## src/rtl/main_mem_pkg.sv

```systemverilog
// Shared definitions for the main_mem arbiter slice.
//   mm_state_t : sequencer state encoding (IDLE, ISSUE, WAIT)
//   MM_AW/MM_DW: default memory address / data widths
//   rr_pick()  : round-robin winner search, usable by any shared-resource arbiter
package main_mem_pkg;

  typedef enum logic [1:0] {
    IDLE  = 2'd0,
    ISSUE = 2'd1,
    WAIT  = 2'd2
  } mm_state_t;

  localparam int MM_AW     = 10;
  localparam int MM_DW     = 16;
  localparam int MM_MAXREQ = 8;
  localparam int MM_IDXW   = 3;

  // First set bit of req searching upward from ptr+1, wrapping modulo nreq.
  // Returns ptr when nothing is requested (callers qualify with |req).
  function automatic logic [MM_IDXW-1:0] rr_pick(
    input logic [MM_MAXREQ-1:0] req,
    input logic [MM_IDXW-1:0]   ptr,
    input int                   nreq
  );
    logic [MM_IDXW-1:0] win;
    logic               found;
    int                 idx;
    win   = ptr;
    found = 1'b0;
    for (int k = 1; k <= MM_MAXREQ; k++) begin
      idx = (int'(ptr) + k) % nreq;
      if (!found && (k <= nreq) && req[idx[MM_IDXW-1:0]]) begin
        win   = idx[MM_IDXW-1:0];
        found = 1'b1;
      end
    end
    return win;
  endfunction

endpackage

```

## src/rtl/main_mem_rr_pick.sv

```systemverilog
// Combinational round-robin picker.
//   req : per-requester request vector
//   ptr : index of the previous winner (lowest priority this round)
//   win : index of the selected requester (valid when any=1)
//   any : at least one request present
module main_mem_rr_pick
  import main_mem_pkg::*;
#(
  parameter int NREQ = 4,
  parameter int IW   = 2
) (
  input  logic [NREQ-1:0] req,
  input  logic [IW-1:0]   ptr,
  output logic [IW-1:0]   win,
  output logic            any
);

  logic [MM_MAXREQ-1:0] req_ext;
  logic [MM_IDXW-1:0]   ptr_ext;

  always_comb begin
    req_ext           = '0;
    req_ext[NREQ-1:0] = req;
    ptr_ext           = '0;
    ptr_ext[IW-1:0]   = ptr;
    win               = IW'(rr_pick(req_ext, ptr_ext, NREQ));
    any               = |req;
  end

endmodule

```

## src/rtl/main_mem_arb.sv

```systemverilog
// Round-robin arbiter / sequencer that owns the single main_mem port.
//   clk, reset              : clock, asynchronous active-high reset
//   req/req_we/req_addr/
//   req_wdata               : per-requester level command (flattened buses)
//   gnt                     : one-hot pulse in the cycle the access is issued
//   rvalid, rdata           : one-hot read-return pulse, data held until next read
//   busy                    : sequencer not IDLE
//   mem_cs/mem_we/mem_addr/
//   mem_wdata/mem_rdata     : memory port, mem_rdata valid RD_LAT cycles after mem_cs
//   scan_*, test_mode       : DFT hooks, no functional use
module main_mem_arb
  import main_mem_pkg::*;
#(
  parameter int NREQ   = 4,
  parameter int AW     = MM_AW,
  parameter int DW     = MM_DW,
  parameter int RD_LAT = 1
) (
  input  logic             clk,
  input  logic             reset,
  input  logic [NREQ-1:0]  req,
  input  logic [NREQ-1:0]  req_we,
  input  logic [NREQ*AW-1:0] req_addr,
  input  logic [NREQ*DW-1:0] req_wdata,
  output logic [NREQ-1:0]  gnt,
  output logic [NREQ-1:0]  rvalid,
  output logic [DW-1:0]    rdata,
  output logic             busy,
  output logic             mem_cs,
  output logic             mem_we,
  output logic [AW-1:0]    mem_addr,
  output logic [DW-1:0]    mem_wdata,
  input  logic [DW-1:0]    mem_rdata,
  input  logic             scan_in0,
  input  logic             scan_enable,
  input  logic             test_mode,
  output logic             scan_out0
);

  localparam int IW = (NREQ > 1) ? $clog2(NREQ) : 1;
  localparam int CW = (RD_LAT > 1) ? $clog2(RD_LAT) : 1;
  localparam logic [IW-1:0]   PTR_RST = IW'(NREQ - 1);
  localparam logic [NREQ-1:0] ONE     = NREQ'(1);

  mm_state_t        state, state_n;
  logic [IW-1:0]    ptr;
  logic [IW-1:0]    pick_win;
  logic             pick_any;
  logic [IW-1:0]    cmd_win_p1;
  logic             cmd_we_p1;
  logic [AW-1:0]    cmd_addr_p1;
  logic [DW-1:0]    cmd_wdata_p1;
  logic [CW-1:0]    cnt;
  logic [NREQ-1:0]  rvalid_p2;
  logic [DW-1:0]    rdata_p2;
  logic             unused_dft;

  main_mem_rr_pick #(
    .NREQ (NREQ),
    .IW   (IW)
  ) u_pick (
    .req (req),
    .ptr (ptr),
    .win (pick_win),
    .any (pick_any)
  );

  always_comb begin
    state_n = state;
    gnt     = '0;
    mem_cs  = 1'b0;
    mem_we  = 1'b0;
    busy    = (state != IDLE);
    case (state)
      IDLE:    if (pick_any) state_n = ISSUE;
      ISSUE: begin
        mem_cs  = 1'b1;
        mem_we  = cmd_we_p1;
        gnt     = ONE << cmd_win_p1;
        state_n = cmd_we_p1 ? IDLE : WAIT;
      end
      WAIT:    if (cnt == '0) state_n = IDLE;
      default: state_n = IDLE;
    endcase
  end

  always_ff @(posedge clk or posedge reset) begin
    if (reset) begin
      state        <= IDLE;
      ptr          <= PTR_RST;
      cmd_win_p1   <= '0;
      cmd_we_p1    <= 1'b0;
      cmd_addr_p1  <= '0;
      cmd_wdata_p1 <= '0;
      cnt          <= '0;
      rvalid_p2    <= '0;
      rdata_p2     <= '0;
    end else begin
      state     <= state_n;
      rvalid_p2 <= '0;
      case (state)
        // p1: latch the winning command; it is frozen until the next arbitration
        IDLE: begin
          if (pick_any) begin
            cmd_win_p1   <= pick_win;
            cmd_we_p1    <= req_we[pick_win];
            cmd_addr_p1  <= req_addr[pick_win*AW +: AW];
            cmd_wdata_p1 <= req_wdata[pick_win*DW +: DW];
            ptr          <= pick_win;
          end
        end
        ISSUE: cnt <= CW'(RD_LAT - 1);
        // p2: read return, captured in the last wait cycle
        WAIT: begin
          if (cnt == '0) begin
            rdata_p2  <= mem_rdata;
            rvalid_p2 <= ONE << cmd_win_p1;
          end else begin
            cnt <= cnt - CW'(1);
          end
        end
        default: ;
      endcase
    end
  end

  assign mem_addr   = cmd_addr_p1;
  assign mem_wdata  = cmd_wdata_p1;
  assign rvalid     = rvalid_p2;
  assign rdata      = rdata_p2;
  assign scan_out0  = 1'b0;
  assign unused_dft = scan_in0 ^ scan_enable ^ test_mode;

endmodule

```

## config.mk

```make
export PLATFORM = sky130hd
export DESIGN_NAME = main_mem_arb
export DESIGN_NICKNAME = d
export VERILOG_FILES = /design/src/rtl/main_mem_pkg.sv /design/src/rtl/main_mem_rr_pick.sv /design/src/rtl/main_mem_arb.sv
export SDC_FILE = /design/constraint.sdc
export NUM_CORES = 1
export LEC_CHECK = 0
export BUFFER_PORTS_ARGS = -buffer_cell sky130_fd_sc_hd__buf_2
export CORE_ASPECT_RATIO = 0.5
export CORE_MARGIN = 2
export CORE_UTILIZATION = 38
export DETAILED_ROUTE_END_ITERATION = 8
export GPL_TIMING_DRIVEN = 0
export HOLD_SLACK_MARGIN = 0.02
export PLACE_DENSITY = 0.87
export SYNTH_ARGS = -nofsm -noshare
export SYNTH_HDL_FRONTEND = slang
export SYNTH_SLANG_ARGS = --single-unit
```

## constraint.sdc

```tcl
create_clock -name clk -period 1.75 [get_ports clk]
set_input_delay 0.2625 -clock clk [delete_from_list [all_inputs] [get_ports clk]]
set_output_delay 0.2625 -clock clk [all_outputs]
set_load 0.005 [all_outputs]
```

==> results of run 1 <==
==> worst register-to-register path: stages (launching register included) <==
cell	delay, ns
dfstp_2	0.56
nand2b_4	0.13
o21ai_2	0.06
a211oi_2	0.25
buf_4	0.17
buf_8	0.14
clkbuf_16	0.18
mux2i_4	0.23
o221ai_2	0.11
==> flip-flops by register name, summed over array words and instances (netlist names) <==
name,cells
mem_addr,10
cmd_win_p1,2
rdata,16
mem_wdata,16
state,2
rvalid,4
ptr,2
cmd_we_p1,1
==> timing repair <==
| action | 4_1_cts | 5_1_grt |
|---|---|---|
| hold buffers | 1 | 0 |
| buffers inserted | 2 | 2 |
| hold endpoints to repair | 10 | 0 |
| cloned | 0 | 5 |
| resized for setup | 13 | 38 |
| endpoints found under the setup margin | 27 | 28 |
| pin swaps | 1 | 20 |
==> synthesized netlist by cell type <==
| cell type | n |
|---|---|
| nand2_1 | 79 |
| mux2i_1 | 54 |
| dfrtp_1 | 51 |
| o221ai_1 | 19 |
| o221ai_2 | 8 |
| nor2_1 | 7 |
| nand2b_1 | 6 |
| buf_2 | 5 |
| clkbuf_1 | 5 |
| buf_12 | 4 |
| a21oi_1 | 3 |
| buf_6 | 3 |
| inv_1 | 3 |
| and3_1 | 2 |
| dfstp_2 | 2 |
| nand2b_2 | 2 |
| nor3_1 | 2 |
| a211oi_2 | 1 |
| and2_1 | 1 |
| buf_1 | 1 |
| buf_4 | 1 |
| conb_1 | 1 |
| inv_4 | 1 |
| nand2_2 | 1 |
| nor2b_1 | 1 |
| nor3b_1 | 1 |
| nor4_1 | 1 |
| o211ai_1 | 1 |
| o21a_1 | 1 |
| o21ai_1 | 1 |
| o21ai_2 | 1 |
| or2_1 | 1 |
| or2_4 | 1 |
==> area by class of cell <==
cell class | instances | area (um^2)
fillers | 600 | 2850
multi-input cells | 195 | 1560
flip-flops and latches | 53 | 1330
repair buffers | 193 | 1090
plain buffers | 19 | 176
clock buffers | 5 | 125
well taps | 96 | 120
clock inverters | 3 | 22.5
inverters | 4 | 17.5
==> cells by family after synthesis <==
family | count (synthesis)
buffers and inverters | 23
and+or+nand+nor | 105
AOI/OAI and AO/OA | 35
DFF | 53
muxes | 54
other | 1
==> power breakdown <==
part           total, mW  internal, mW  switching (mW)  leakage, nW
Combinational       4.59          2.41            2.19         1.61
Clock              0.977         0.530           0.446       0.0621
Sequential          2.19          1.83           0.352        0.654
==> routing by layer <==
layer	part of all wire (%)	track usage, %	routed length, um	up-vias
met5	0	0	0	-
met4	0.48	4.40	42	0
met3	3.8	3.75	335	6
met2	54	36.4	4760	86
met1	41	23.6	3640	1457
li1	-	-	-	1358
==> path summary, 6_finish.rpt <==
| check | end | from | slack (ns) |
|---|---|---|---|
| setup / recovery | mem_wdata[2] | ptr[0] | -0.18 |
| max in group asynchronous | ptr[1] | reset | 0.72 |
| hold reg to reg | rdata[2] | rdata[2] | 0.47 |
| min in group asynchronous | rdata[10] | reset | 0.45 |
| hold / removal | rdata[11] | mem_rdata[11] | 0.16 |
| setup reg to reg | mem_wdata[2] | ptr[0] | -0.18 |
==> metrics by stage <==
step	power, mW	area, um^2	setup TNS, ns	worst slack, ns	cells
floorplan	4.62	2850	0	0.0184	271
finish	7.76	4450	-4.08	-0.184	568
detailed placement	5.88	3900	-3.79	-0.213	550
global route	8.30	4450	-5.41	-0.230	568
CTS	7.04	4140	-3.50	-0.175	561
global placement	5.75	3880	-27.64	-0.493	549
==> flow_summary_export.csv, run 1 <==
group,metric,value,unit
drt,antenna_left,0,
floorplanning,dieArea,8250,um^2
timing,hold_viol_final,0,
yosys,synthSimpleGateAreaFrac,15.7,%
worst_setup_path,cp.arrival,2.09,ns
worst_setup_path,endpoint_kind,"flip-flop",
global_route,grt_pass1_vias,2695,
yosys,synth.cell_area,2850,um^2
worst_setup_path,crit_chain,"nand2b_4 -> o21ai_2 -> a211oi_2 -> buf_4 -> buf_8 -> clkbuf_16 -> mux2i_4 -> o221ai_2",
finish,antenna_cells,0,
timing,post-route-min-period,1.93,ns
worst_setup_path,crit_slowest_cell,"dfstp_2",
cts,path_clk_slew,0.07,ns
floorplanning,chipWidth,126,um
worst_setup_path,cp_slowest_stage_delay,0.56,ns
timing,finalWorstSetupSlack,-0.184,ns
yosys,netlist_top_cells_area,"dfrtp_1 (45%), mux2i_1 (19%), nand2_1 (10%)",
timing,period_share,111,%
run_status,status,"complete, but fails checks",
yosys,synth-compound-area-share,12.0,%
yosys,synth_top_area_share,44.8,%
worst_setup_path,crit_fanout,5,
power,p_per_area,1740,nW/um^2
yosys,yosysWarnings,0,
global_route,grt_pass1_wl,12800,um
power,leakagePower,2.33,nW
timing,hold_slack,0.159,ns
floorplanning,coreArea,7290,um^2
yosys,synth_top_family_by_area,"multiplexers",
placed_design,place.port_buffers,182,
yosys,ys_ff_latch,53,
global_route,track_usage,19.5,%
yosys,synth_cells,271,
yosys,synth-xor-area-share,0,%
worst_setup_path,cp_top_family,"flip-flops",
yosys,avgSynthCellArea,10.5,um^2
placed_design,dpl.hpwl,6300,um
worst_setup_path,required,1.91,ns
drt,vias_per_cell,5.12,
drt,routed_wl,8780,um
floorplanning,ioPinCount,187,
timing,fmax,0.517,GHz
global_route,grt_max_degree,44,
yosys,syn_nets,404,
yosys,synth_largest_area_cell,"dfrtp_1",
finish,syn_to_final_growth,56.0,%
timing,finalMaxSlewViolations,0,
timing,finClkSkew,0.00597,ns
floorplanning,start_util,39.1,%
worst_setup_path,reg2reg_depth,8,
yosys,ys_seq_area_share,46.6,%
cts,cts_tree,"done",
cts,numCtsBuffers,5,
worst_setup_path,critPathBufInv,3,
global_route,antenna_found_initial,0,
timing,grt_setup_unrepaired,"yes",
drt,drt-initial-drc-count,131,
yosys,synth_cell_type_count,33,
finish,final_common_cell,"buf_2",
drt,via_count,2907,
cts,h-tree-depth,2,
worst_hold_path,hold_class,"input port to flip-flop",
drt,drc,0,
worst_setup_path,critical_path_depth,8,
worst_hold_path,holdPathStages,3,
finish,drive_gt1_share,55.1,%
floorplanning,chipHeight,65.2,um
floorplanning,num_rows,22,
placed_design,globalplace.congestion,0.844,
flow_run,cap_violations,0,
global_route,grt_overflow_total,0,
yosys,synthMuxAreaShare,19.0,%
power,irDropWorstVdd,0.000775,V
yosys,synthAdderAreaFrac,0,%
finish,final_net_count,604,
run_status,violations,"setup timing",
drt,drtPass1Iterations,4,
cts,clkLatencyLatePin,0.29,ns
timing,setup_violations,27,
finish,final_cell_mix,"buf_2 (186), nand2_1 (79), dfrtp_1 (51)",
drt,wl_per_cell,15.4,um
finish,final_util,60.9,%
worst_setup_path,start_kind,"flip-flop",
cts,cts_buffer_depth,2,
worst_setup_path,criticalPathCategory,"flip-flop to flip-flop",
cts,cts.sinks,53,
cts,cts.root.buffer_cell,"clkbuf_16",
No activity file was read; power rests on OpenSTA's default activity.
==> run 2, diff against run 1 <==
--- a/config.mk
+++ b/config.mk
@@ -12,7 +12,7 @@
 export DETAILED_ROUTE_END_ITERATION = 8
 export GPL_TIMING_DRIVEN = 0
 export HOLD_SLACK_MARGIN = 0.02
-export PLACE_DENSITY = 0.87
+export PLACE_DENSITY = 0.76
 export SYNTH_ARGS = -nofsm -noshare
 export SYNTH_HDL_FRONTEND = slang
 export SYNTH_SLANG_ARGS = --single-unit
==> constraint.sdc (replaced) <==
create_clock -name clk -period 1.75 [get_ports clk]
set_input_delay 0.0875 -clock clk [delete_from_list [all_inputs] [get_ports clk]]
set_output_delay 0.0875 -clock clk [all_outputs]
set_load 0.005 [all_outputs]
==> run 2 against run 1 <==
Against the previous run:
- the run still ends with setup timing left
- sequential share of layout area decreased by 0.60 points
- non-clock buffer count rose by 17
- first-iteration DRC count up 33%
- setup slack lost 0.013 ns
- combinational power down 3%
- hold slack worse by 0.062 ns
- routed wire length down 1.8%
- design area up 2.1%
- sequential power decreased by 2%
- cell count grew 3.0%
- count of clock-buffer cells in the layout up 2
- die area unchanged
- critical endpoint unchanged
==> flow_summary_export.csv, run 2 (synthesis results as in run 1) <==
group,metric,value,unit
worst_setup_path,cp_slowest_stage_delay,0.55,ns
finish,drive_gt1_share,51.1,%
global_route,grt_overflow_total,0,
cts,cts.sinks,53,
drt,antenna_left,0,
timing,finalWorstSetupSlack,-0.197,ns
drt,via_count,2830,
cts,h-tree-depth,2,
finish,syn_to_final_growth,59.2,%
placed_design,place.port_buffers,182,
worst_setup_path,critPathBufInv,2,
floorplanning,chipHeight,65.2,um
global_route,antenna_found_initial,0,
timing,grt_setup_unrepaired,"yes",
cts,numCtsBuffers,5,
timing,finalMaxSlewViolations,0,
power,comb_power_share,58.2,%
flow_run,cap_violations,0,
global_route,track_usage,19.6,%
worst_setup_path,cp_top_family,"flip-flops",
worst_hold_path,holdPathStages,3,
worst_setup_path,crit_chain,"nand2b_4 -> o21ai_2 -> a211oi_2 -> buf_6 -> clkbuf_16 -> mux2i_1 -> o221ai_2",
drt,drtPass1Iterations,4,
timing,post-route-min-period,1.95,ns
worst_setup_path,crit_fanout,6,
cts,cts_tree,"done",
floorplanning,coreArea,7290,um^2
cts,cts.root.buffer_cell,"clkbuf_16",
worst_hold_path,worstHoldEndpoint,"mem_wdata[13]",
power,seq_power_share,28.3,%
power,switching_share,37.5,%
drt,routed_wl,8610,um
floorplanning,chipWidth,126,um
floorplanning,num_rows,22,
finish,antenna_cells,0,
floorplanning,start_util,39.1,%
timing,finClkSkew,0.00205,ns
global_route,grt_pass1_vias,2772,
worst_hold_path,min_from,"req_wdata[29]",
placed_design,dpl.hpwl,5980,um
drt,vias_per_cell,4.84,
worst_setup_path,reg2reg_depth,7,
worst_hold_path,hold_class,"input port to flip-flop",
cts,clkLatencyLatePin,0.28,ns
timing,fmax,0.513,GHz
cts,path_clk_slew,0.07,ns
worst_setup_path,required,1.91,ns
global_route,grt_max_degree,41,
worst_setup_path,criticalPathCategory,"flip-flop to flip-flop",
placed_design,globalplace.congestion,0.799,
finish,final_area,4540,um^2
placed_design,dpl_cell_area,3900,um^2
timing,hold_viol_final,0,
worst_setup_path,r2r_end,"mem_wdata[2]",
global_route,grt_pass1_wl,13000,um
worst_setup_path,start_kind,"flip-flop",
timing,period_share,111,%
worst_setup_path,reg2reg_slack,-0.20,ns
run_status,violations,"setup timing",
cts,cts_buffer_depth,2,
placed_design,placed_cells,550,
worst_setup_path,endpoint_kind,"flip-flop",
finish,final_net_count,621,
run_status,status,"complete, but fails checks",
timing,setup_violations,28,
drt,drt-initial-drc-count,174,
finish,final_cell_mix,"buf_2 (186), nand2_1 (79), dfrtp_1 (51)",
power,p_clk_share,13.5,%
worst_setup_path,rr_startpoint,"ptr[0]",
finish,final_common_cell,"buf_2",
floorplanning,ioPinCount,187,
finish,fin_cells,585,
worst_setup_path,cp.arrival,2.11,ns
power,irDropWorstVdd,0.000924,V
power,leakagePower,2.43,nW
worst_setup_path,crit_slowest_cell,"dfstp_2",
power,p_per_area,1680,nW/um^2
drt,wl_per_cell,14.7,um
power,intPower,4.76,mW
power,p_switching,2.85,mW
drt,drc,0,
floorplanning,dieArea,8250,um^2
## run 2: repair_timing
action / 4_1_cts / 5_1_grt
hold endpoints to repair: 29 / 0
setup buffers: 3 / 2
pin swaps: 2 / 18
hold buffers: 17 / 0
resized for setup: 9 / 25
setup endpoints to repair: 27 / 27
cloned: 0 / 5
## run 2: layout make-up
cell class,instances,area (um^2)
fillers,608,2760
multi-input cells,195,1480
flip-flops and latches,53,1330
repair buffers,210,1260
plain buffers,19,173
clock buffers,7,153
well taps,96,120
inverters,4,17.5
clock inverters,1,5.00
## run 2: power groups by stage
stage / Sequential, mW / Combinational, mW / Clock (mW)
detailed placement: 2.16 / 3.69 / 0
floorplan: 2.20 / 2.42 / 0
CTS: 2.14 / 3.87 / 1.06
finish: 2.15 / 4.43 / 1.03
global placement: 2.15 / 3.63 / 0
global route: 2.23 / 4.83 / 1.11
## run 2: stage by stage
| stage | hold WS (ns) | util (%) | worst slack [ns] | TNS, ns | power, mW |
|---|---|---|---|---|---|
| detailed placement | 0.0622 | 53.5 | -0.202 | -3.46 | 5.85 |
| floorplan | 0.193 | - | 0.0184 | 0 | 4.62 |
| finish | 0.0968 | 62.2 | -0.197 | -2.61 | 7.61 |
| CTS | 0.111 | 59.0 | -0.119 | -2.13 | 7.07 |
| global placement | 0.278 | 53.2 | -0.329 | -19.39 | 5.78 |
| global route | 0.118 | 62.2 | -0.313 | -5.45 | 8.17 |
## run 2: how the worst max path moves through the flow
stage | from | to | depth (start not counted)
2_1_floorplan | ptr[0] | cmd_we_p1 | 7
3_3_place_gp | reset | mem_addr[5] | 2
3_5_place_dp | ptr[0] | mem_wdata[5] | 7
4_1_cts | ptr[0] | mem_wdata[5] | 7
5_1_grt | ptr[0] | mem_wdata[2] | 7
6_report | ptr[0] | mem_wdata[2] | 7
## run 2: routing by layer
layer  wire, um  GRT usage [%]
met3        368           3.66
met4        126           5.36
met2       4610           36.7
met5          0              0
met1       3510           23.5
## run 2: worst reg2reg max path, stage by stage, from the launching register on
cell,delay (ns)
dfstp_2,0.55
nand2b_4,0.13
o21ai_2,0.05
a211oi_2,0.28
buf_6,0.23
clkbuf_16,0.18
mux2i_1,0.28
o221ai_2,0.12
